### src/rtl/reset_seq_pkg.sv
// Shared types and constants for the board reset sequencer.
// States, reset-cause encodings and the down-counter width.
package reset_seq_pkg;

    localparam int CNT_W = 24;

    typedef enum logic [1:0] {
        S_PLLRST   = 2'd0,
        S_WAITLOCK = 2'd1,
        S_HOLD     = 2'd2,
        S_RUN      = 2'd3
    } state_t;

    typedef logic [1:0] cause_t;

    localparam cause_t CAUSE_POR  = 2'd0;
    localparam cause_t CAUSE_RTS  = 2'd1;
    localparam cause_t CAUSE_SW   = 2'd2;
    localparam cause_t CAUSE_LOCK = 2'd3;

    // Counter reload value for a phase lasting 'cycles' clocks (counts down to zero).
    function automatic logic [CNT_W-1:0] cnt_load(input int unsigned cycles);
        return CNT_W'(cycles - 32'd1);
    endfunction

endpackage

### src/rtl/reset_seq_sync2.sv
// Two-flop synchroniser with a configurable asynchronous reset value.
module sync2 #(
    parameter logic RST_VAL = 1'b0
) (
    input  logic clk,
    input  logic rst,
    input  logic d,
    output logic q
);

    logic sync_p0;

    always_ff @(posedge clk or posedge rst) begin
        if (rst) begin
            sync_p0 <= RST_VAL;
            q       <= RST_VAL;
        end else begin
            sync_p0 <= d;
            q       <= sync_p0;
        end
    end

endmodule

### src/rtl/reset_seq.sv
// Board reset sequencer: sequences PLL reset, waits for lock and stretches the core reset.
// Build option RESET_RTS_EDGE_EN: RTS triggers on the falling edge instead of the low level.
module reset_seq
    import reset_seq_pkg::*;
#(
    parameter int unsigned PLL_RES_CYCLES = 16,
    parameter int unsigned LOCK_TIMEOUT   = 10_000_000,
    parameter int unsigned HOLD_CYCLES    = 1_000_000
) (
    input  logic       clk_in,
    input  logic       res,
    input  logic       rts_n,
    input  logic       reboot,
    input  logic       pll_locked,
    output logic       pll_res,
    output logic       core_res,
    output logic [1:0] rst_cause
);

    logic             rts_s;
    logic             reboot_s;
    logic             lock_s;
    logic             reboot_s_p1;
    logic             rts_trig;
    logic             reboot_rise;
    state_t           state;
    logic [CNT_W-1:0] cnt;

    // ---- stage 0/1: synchronise asynchronous inputs ----
    sync2 #(.RST_VAL(1'b1)) u_sync_rts (
        .clk (clk_in),
        .rst (res),
        .d   (rts_n),
        .q   (rts_s)
    );

    sync2 #(.RST_VAL(1'b0)) u_sync_reboot (
        .clk (clk_in),
        .rst (res),
        .d   (reboot),
        .q   (reboot_s)
    );

    sync2 #(.RST_VAL(1'b0)) u_sync_lock (
        .clk (clk_in),
        .rst (res),
        .d   (pll_locked),
        .q   (lock_s)
    );

    // ---- stage 2: edge detection ----
    always_ff @(posedge clk_in or posedge res) begin
        if (res) begin
            reboot_s_p1 <= 1'b0;
        end else begin
            reboot_s_p1 <= reboot_s;
        end
    end

    assign reboot_rise = reboot_s & ~reboot_s_p1;

`ifdef RESET_RTS_EDGE_EN
    logic rts_s_p1;

    always_ff @(posedge clk_in or posedge res) begin
        if (res) begin
            rts_s_p1 <= 1'b1;
        end else begin
            rts_s_p1 <= rts_s;
        end
    end

    // A held-low RTS yields a single hold period, like the Prop Plug's series capacitor.
    assign rts_trig = rts_s_p1 & ~rts_s;
`else
    assign rts_trig = ~rts_s;
`endif

    // ---- stage 3: sequencer state and shared down-counter ----
    always_ff @(posedge clk_in or posedge res) begin
        if (res) begin
            state     <= S_PLLRST;
            cnt       <= cnt_load(PLL_RES_CYCLES);
            rst_cause <= CAUSE_POR;
        end else begin
            case (state)
                S_PLLRST: begin
                    if (cnt == '0) begin
                        state <= S_WAITLOCK;
                        cnt   <= cnt_load(LOCK_TIMEOUT);
                    end else begin
                        cnt <= cnt - CNT_W'(1);
                    end
                end
                S_WAITLOCK: begin
                    if (lock_s) begin
                        state <= S_HOLD;
                        cnt   <= cnt_load(HOLD_CYCLES);
                    end else if (cnt == '0) begin
                        state     <= S_PLLRST;
                        cnt       <= cnt_load(PLL_RES_CYCLES);
                        rst_cause <= CAUSE_LOCK;
                    end else begin
                        cnt <= cnt - CNT_W'(1);
                    end
                end
                S_HOLD: begin
                    if (!lock_s) begin
                        state     <= S_PLLRST;
                        cnt       <= cnt_load(PLL_RES_CYCLES);
                        rst_cause <= CAUSE_LOCK;
                    end else if (rts_trig) begin
                        cnt <= cnt_load(HOLD_CYCLES);
                    end else if (cnt == '0) begin
                        state <= S_RUN;
                    end else begin
                        cnt <= cnt - CNT_W'(1);
                    end
                end
                S_RUN: begin
                    // Reboot edges are only honoured here; one seen earlier is simply dropped.
                    if (!lock_s) begin
                        state     <= S_PLLRST;
                        cnt       <= cnt_load(PLL_RES_CYCLES);
                        rst_cause <= CAUSE_LOCK;
                    end else if (rts_trig) begin
                        state     <= S_HOLD;
                        cnt       <= cnt_load(HOLD_CYCLES);
                        rst_cause <= CAUSE_RTS;
                    end else if (reboot_rise) begin
                        state     <= S_HOLD;
                        cnt       <= cnt_load(HOLD_CYCLES);
                        rst_cause <= CAUSE_SW;
                    end
                end
                default: begin
                    state <= S_PLLRST;
                    cnt   <= cnt_load(PLL_RES_CYCLES);
                end
            endcase
        end
    end

    assign pll_res  = (state == S_PLLRST);
    assign core_res = (state != S_RUN);

endmodule
### config.mk
export PLATFORM = sky130hd
export DESIGN_NAME = reset_seq
export DESIGN_NICKNAME = d
export VERILOG_FILES = /design/src/rtl/reset_seq_pkg.sv /design/src/rtl/reset_seq_sync2.sv /design/src/rtl/reset_seq.sv
export SDC_FILE = /design/constraint.sdc
export NUM_CORES = 1
export LEC_CHECK = 0
export ABC_AREA = 1
export ABC_CLOCK_PERIOD_IN_PS = 2900
export CORE_UTILIZATION = 55
export CTS_BUF_LIST = sky130_fd_sc_hd__clkbuf_8
export DETAILED_ROUTE_END_ITERATION = 7
export GPL_ROUTABILITY_DRIVEN = 0
export PLACE_DENSITY = 0.73
export SLEW_MARGIN = 10
export SYNTH_ARGS = -nofsm -noshare
export SYNTH_HDL_FRONTEND = slang
export SYNTH_SLANG_ARGS = --single-unit
### constraint.sdc
create_clock -name clk_in -period 2.9 [get_ports clk_in]
set_input_delay 0.29 -clock clk_in [delete_from_list [all_inputs] [get_ports clk_in]]
set_output_delay 0.29 -clock clk_in [all_outputs]
set_load 0.05 [all_outputs]
# Word level (Yosys, flattened, before mapping)
# Cells that the tools add are included.
[op_classes] n_lt_le_gt_ge=0 eq_ne=13 n_div=0 bitwise_logic=2 add_sub_neg=1 mux=25 n_shift=0 n_reduce_logical=6 mul=0
[ops] cell="$mux W24" count=9
[ops] cell="$pmux W24 S4" count=1
[ops] cell="$mux W2" count=13
[ops] cell="$logic_not A24 Y1" count=1
[ops] cell="$sub A24 B1 Y24 const B" count=1
[ops] cell="$reduce_and A5 Y1" count=2
[ops] cell="$ne A2 B2 Y1 const B" count=4
[ops] cell="$ne A4 B4 Y1 const B" count=2
[ops] cell="$pmux W2 S4" count=1
[ops] cell="$ne A3 B3 Y1 const B" count=2
[ops] cell="$pmux W2 S3" count=1
[ops] cell="$eq A2 B2 Y1 const B" count=2
[ops] cell="$ne A3 B2 Y1 const B" count=1
[ops] cell="$reduce_bool A3 Y1" count=1
[ops] cell="$eq A2 B1 Y1 const B" count=1
[ops] cell="$logic_not A2 Y1" count=1
[ops] cell="$ne A2 B1 Y1 const B" count=1
[ops] cell="$reduce_and A2 Y1" count=1
[ops] cell="$and A1 B1 Y1" count=1
[ops] cell="$not A1 Y1" count=1
[totals] regBits=35 latchBits=0 mem_bits_rw=0 memories=0 mem_bits_ro=0 elab_cells=57 out_inout_bits=4 inputBits=5

# Depth between registers and ports, before layout
[logic_depth] depth_word=6 ltp_mapped=12 mapped_depth_nobuf=11

# Modules after synthesis
# From an unflattened synthesis, not the netlist that was laid out.
[hier_totals] hier_cells=325 hier_area_um2=2237.1
[by_module_without_submodules] module="reset_seq" instances=1 cells_each=316 area_each_um2=2073.2
[by_module_without_submodules] module="sync2 at u_sync_lock ..." instances=2 cells_each=3 area_each_um2=53.8
[by_module_without_submodules] module="sync2 at u_sync_rts" instances=1 cells_each=3 area_each_um2=56.3

# Worst setup path before layout
# Ideal clock, no wire load.
[synth_path] path_type="register to register" start="register state[1]" end="register cnt[21]" synth_period_minus_slack_ns=1.756 stages_incl_launch_ff=11 path_slack_ns=1.144 setup_ns=0.117 t_arrival_ns=1.639 cell_sequence="dfrtp_1 buf_2 nand2_1 nor2_1 nand2_1 inv_1 a21oi_2 buf_6 nand2_1 nor2_1 nor2_1"
[synth_between] elab_chain_len=3 elab_cells_between_ends=8 cone_classes="5 x eq/ne; 1 x mux; 2 x reduce/logical"
[synth_lines] element="start: declaration" line="reset_seq.sv:26" source="state_t state;"
[synth_lines] element="start signal: assignment" line="reset_seq.sv:82" source="state <= S_PLLRST;"
[synth_lines] element="start signal: assignment" line="reset_seq.sv:89" source="state <= S_WAITLOCK;"
[synth_lines] element="start signal: assignment" line="reset_seq.sv:97" source="state <= S_HOLD;"
[synth_lines] element="$eq A2 B2 Y1" line="reset_seq.sv:86" source="case (state)"
[synth_lines] element="$ne A4 B4 Y1 (no source line)"
[synth_lines] element="$reduce_and A2 Y1 (no source line)"
[synth_lines] element="end signal: assignment" line="reset_seq.sv:83" source="cnt <= cnt_load(PLL_RES_CYCLES);"
[synth_lines] element="end signal: assignment" line="reset_seq.sv:90" source="cnt <= cnt_load(LOCK_TIMEOUT);"
[synth_lines] element="end signal: assignment" line="reset_seq.sv:92" source="cnt <= cnt - CNT_W'(1);"
[synth_lines] element="end: declaration" line="reset_seq.sv:27" source="logic [CNT_W-1:0] cnt;"
# Parallel ways exist; a longest one is shown, timed or not.
# A chain may end at the register's enable or synchronous reset.

# Worst setup path after layout
[layout_path] start="register state[1]" end="output pll_res"
[layout_between] elab_chain_len=1
[layout_lines] element="$logic_not A2 Y1" line="reset_seq.sv:144" source="assign pll_res = (state == S_PLLRST);"
[layout_lines] element="end: declaration" line="reset_seq.sv:15" source="output logic pll_res,"
# No other way between the ends.

==> results.sh <==
export IMPL_worst_pin_slew_ps=681.0
export IMPL_syn_nets=293
export IMPL_synth_cells=287
export IMPL_startpoint_type="register"
export IMPL_fill_cells=321
export IMPL_die_h_um=63.27
export IMPL_synth_avg_cell_area_um2=7.193
export IMPL_grt_pass1_wl_um=7638
export IMPL_required_ps=2610
export IMPL_hold_buffers=0
export IMPL_netlist_top_cells_count="nand2_1, nor2_1, inv_1"
export IMPL_cts_root_buffer="clkbuf_8"
export IMPL_core_um2=3468
export IMPL_place_ws_ps=648.1
export IMPL_synthDistinctLibCells=30
export IMPL_netlist_area_um2=2064
export IMPL_antenna_found_initial=0
export IMPL_cts_made_buffers=5
export IMPL_p_leak_uw=0.001159
export IMPL_vias=1781
export IMPL_ant_nets=0
export IMPL_path_max_fanout=9
export IMPL_setup_violations=0
export IMPL_maxCapViolations=0
export IMPL_drv_slew=0
export IMPL_clkPwrFrac_pct=17.2
export IMPL_worst_path_buf_inv=1
export IMPL_critPathTopFamily="buffers and inverters"
export IMPL_synthFlopType="dfrtp_1"
export IMPL_fin_ws_ps=642.3
export IMPL_cts_resized=0
export IMPL_clock_latency_ps=290
export IMPL_p_int_uw=1106
export IMPL_critPathCaptureType="output pin"
export IMPL_fmax_mhz=442.9
export IMPL_drc=0
export IMPL_nets=307
export IMPL_grt_max_degree=36
export IMPL_synth_edf_count=0
export IMPL_seq_area_frac_synth_pct=42.79
export IMPL_path_cells="nor2_2 > clkdlybuf4s50_1"
export IMPL_hold_viol=0
export IMPL_skew_ps=10.39
export IMPL_cts_setup_buffers=0
export IMPL_switching_share_pct=42.26
export IMPL_relSlewSlack_pct=54.60
export IMPL_p_comb_share_pct=38.4
export IMPL_pin_count=9
export IMPL_hp_class="register to register"
export IMPL_wl_per_cell_um=12.65
export IMPL_power_density_nw_per_um2=842.4
export IMPL_fin_setup_tns_ps=0
export IMPL_drt_pass1_iter_count=4
export IMPL_via_per_inst=5.118
export IMPL_fin_crit_ps=2258
export IMPL_gr_total_overflow=0
export IMPL_async_reset_ff_share_pct=100.0
export IMPL_rsz0062_at_grt="false"
export IMPL_initial_utilization_pct=59.52
export IMPL_status="finished, final reports clean"
export IMPL_synth_top_area_share_pct=35.15
export IMPL_clk_path_buf_depth=2
export IMPL_antenna_cells=0
export IMPL_synth_area_leaders="dfrtp_1, nand2_1, nor2_1"
export IMPL_p_seq_share_pct=44.5
export IMPL_tritoncts="yes"
export IMPL_yosysTopAreaCell="dfrtp_1"
export IMPL_grt_use_total_pct=24.96
export IMPL_ir_drop_mv=0.5203
export IMPL_crit_path_top_delay_cell="clkdlybuf4s50_1"
export IMPL_ys_warnings_count=0
export IMPL_h_tree_depth=2
export IMPL_path_class="register to output pin"
export IMPL_syn_to_final_growth_pct=10.12
export IMPL_synth_seq_cells=35
export IMPL_grt_pass1_vias=1670
export IMPL_max_stage_delay_ps=870
export IMPL_drive_above_1_share_pct=10.60
export IMPL_crit_arrival_ps=1970
export IMPL_post_route_period_util_pct=77.85
export IMPL_die_x_um=63.27
export IMPL_die_area_um2=4002
export IMPL_port_buffers=8
export IMPL_cts_num_sinks=35
export IMPL_switching_power_uw=809.4
export IMPL_clk_pin_slew_worst_paths_ps=70
export IMPL_place_hpwl_um=3310
export IMPL_rows=21
export IMPL_yosysMostFrequentCell="nand2_1"
export IMPL_drt_iter0_drc=159
export IMPL_routed_wl_um=4403
==> cell families after synthesis <==
| family | Yosys count | synth area share (%) |
|---|---|---|
| fa+ha+maj | 1 | 0.6060 |
| buf+inv | 38 | 7.757 |
| compound gates | 30 | 8.061 |
| flops | 35 | 42.79 |
| xor+xnor | 10 | 4.243 |
| simple gates | 173 | 36.55 |
==> routing by layer <==
layer	GRT usage, %	up-vias	share of wire (%)
li1	-	928	-
met1	35.23	810	50
met2	36.56	35	44
met3	5.254	8	3.7
met4	11.36	0	2.0
met5	0	-	0
==> per-stage QoR <==
step | utilization [%] | instances | hold WS, ps | area (um^2) | power (uW)
3_5_place_dp | 63.20 | 340 | 334.7 | 2192 | 1591
6_report | 65.55 | 348 | 346.0 | 2273 | 1915
3_3_place_gp | 63.20 | 340 | 335.6 | 2192 | 1571
4_1_cts | 65.55 | 348 | 349.1 | 2273 | 1926
5_1_grt | 65.55 | 348 | 359.8 | 2273 | 2084
2_1_floorplan | - | 287 | 294.5 | 2064 | 1404
==> registers in the layout (all words and copies together), names as in the netlist <==
register,flops
u_sync_rts.sync_p0,1
u_sync_reboot.sync_p0,1
u_sync_lock.q,1
reboot_s_p1,1
u_sync_rts.q,1
u_sync_reboot.q,1
state,2
u_sync_lock.sync_p0,1
rst_cause,2
cnt,24
==> power groups by stage <==
stage / Clock, uW / Sequential, uW / Combinational [uW]
2_1_floorplan: 0 / 842 / 562
3_3_place_gp: 0 / 854 / 717
3_5_place_dp: 0 / 858 / 733
4_1_cts: 340 / 850 / 736
5_1_grt: 359 / 875 / 851
6_report: 329 / 851 / 735
==> area by class of cell <==
class | instances | area (um^2) | share of cell area [%]
multi-input cells | 214 | 1021 | 44.91
flip-flops and latches | 35 | 883.3 | 38.86
inverters | 34 | 127.6 | 5.614
repair buffers | 11 | 102.6 | 4.513
clock buffers | 5 | 68.82 | 3.027
well taps | 46 | 57.56 | 2.532
clock inverters | 3 | 12.51 | 0.5504
==> final timing paths <==
check	startpoint	endpoint	slack, ps	cells after the start
min	u_sync_lock.sync_p0$_DFF_PP0_	u_sync_lock.q$_DFF_PP0_	350	0
min reg2reg	u_sync_lock.sync_p0$_DFF_PP0_	u_sync_lock.q$_DFF_PP0_	350	0
max	state[1]$_DFFE_PP0P_	pll_res	640	2
max reg2reg	cnt[0]$_DFFE_PP1P_	cnt[14]$_DFFE_PP0P_	650	10
max in group asynchronous	res	u_sync_rts.sync_p0$_DFF_PP1_	2160	3
min in group asynchronous	res	u_sync_lock.q$_DFF_PP0_	410	3
==> cell usage in the layout, fill, tap and decap left out, types with 4 or more instances in the layout <==
cell type,synthesis,routed
dfrtp_1,29,29
nor2_2,4,4
clkdlybuf4s50_1,0,8
nor3_1,7,7
nand3_1,14,14
dfstp_2,6,6
nor2_1,57,57
nand2_2,5,5
inv_1,31,33
o21ai_1,4,4
nand2_1,77,77
clkbuf_8,0,5
xor2_1,7,7
a21oi_1,11,11
o21ai_0,8,8
(Power assumes the default switching activity.)
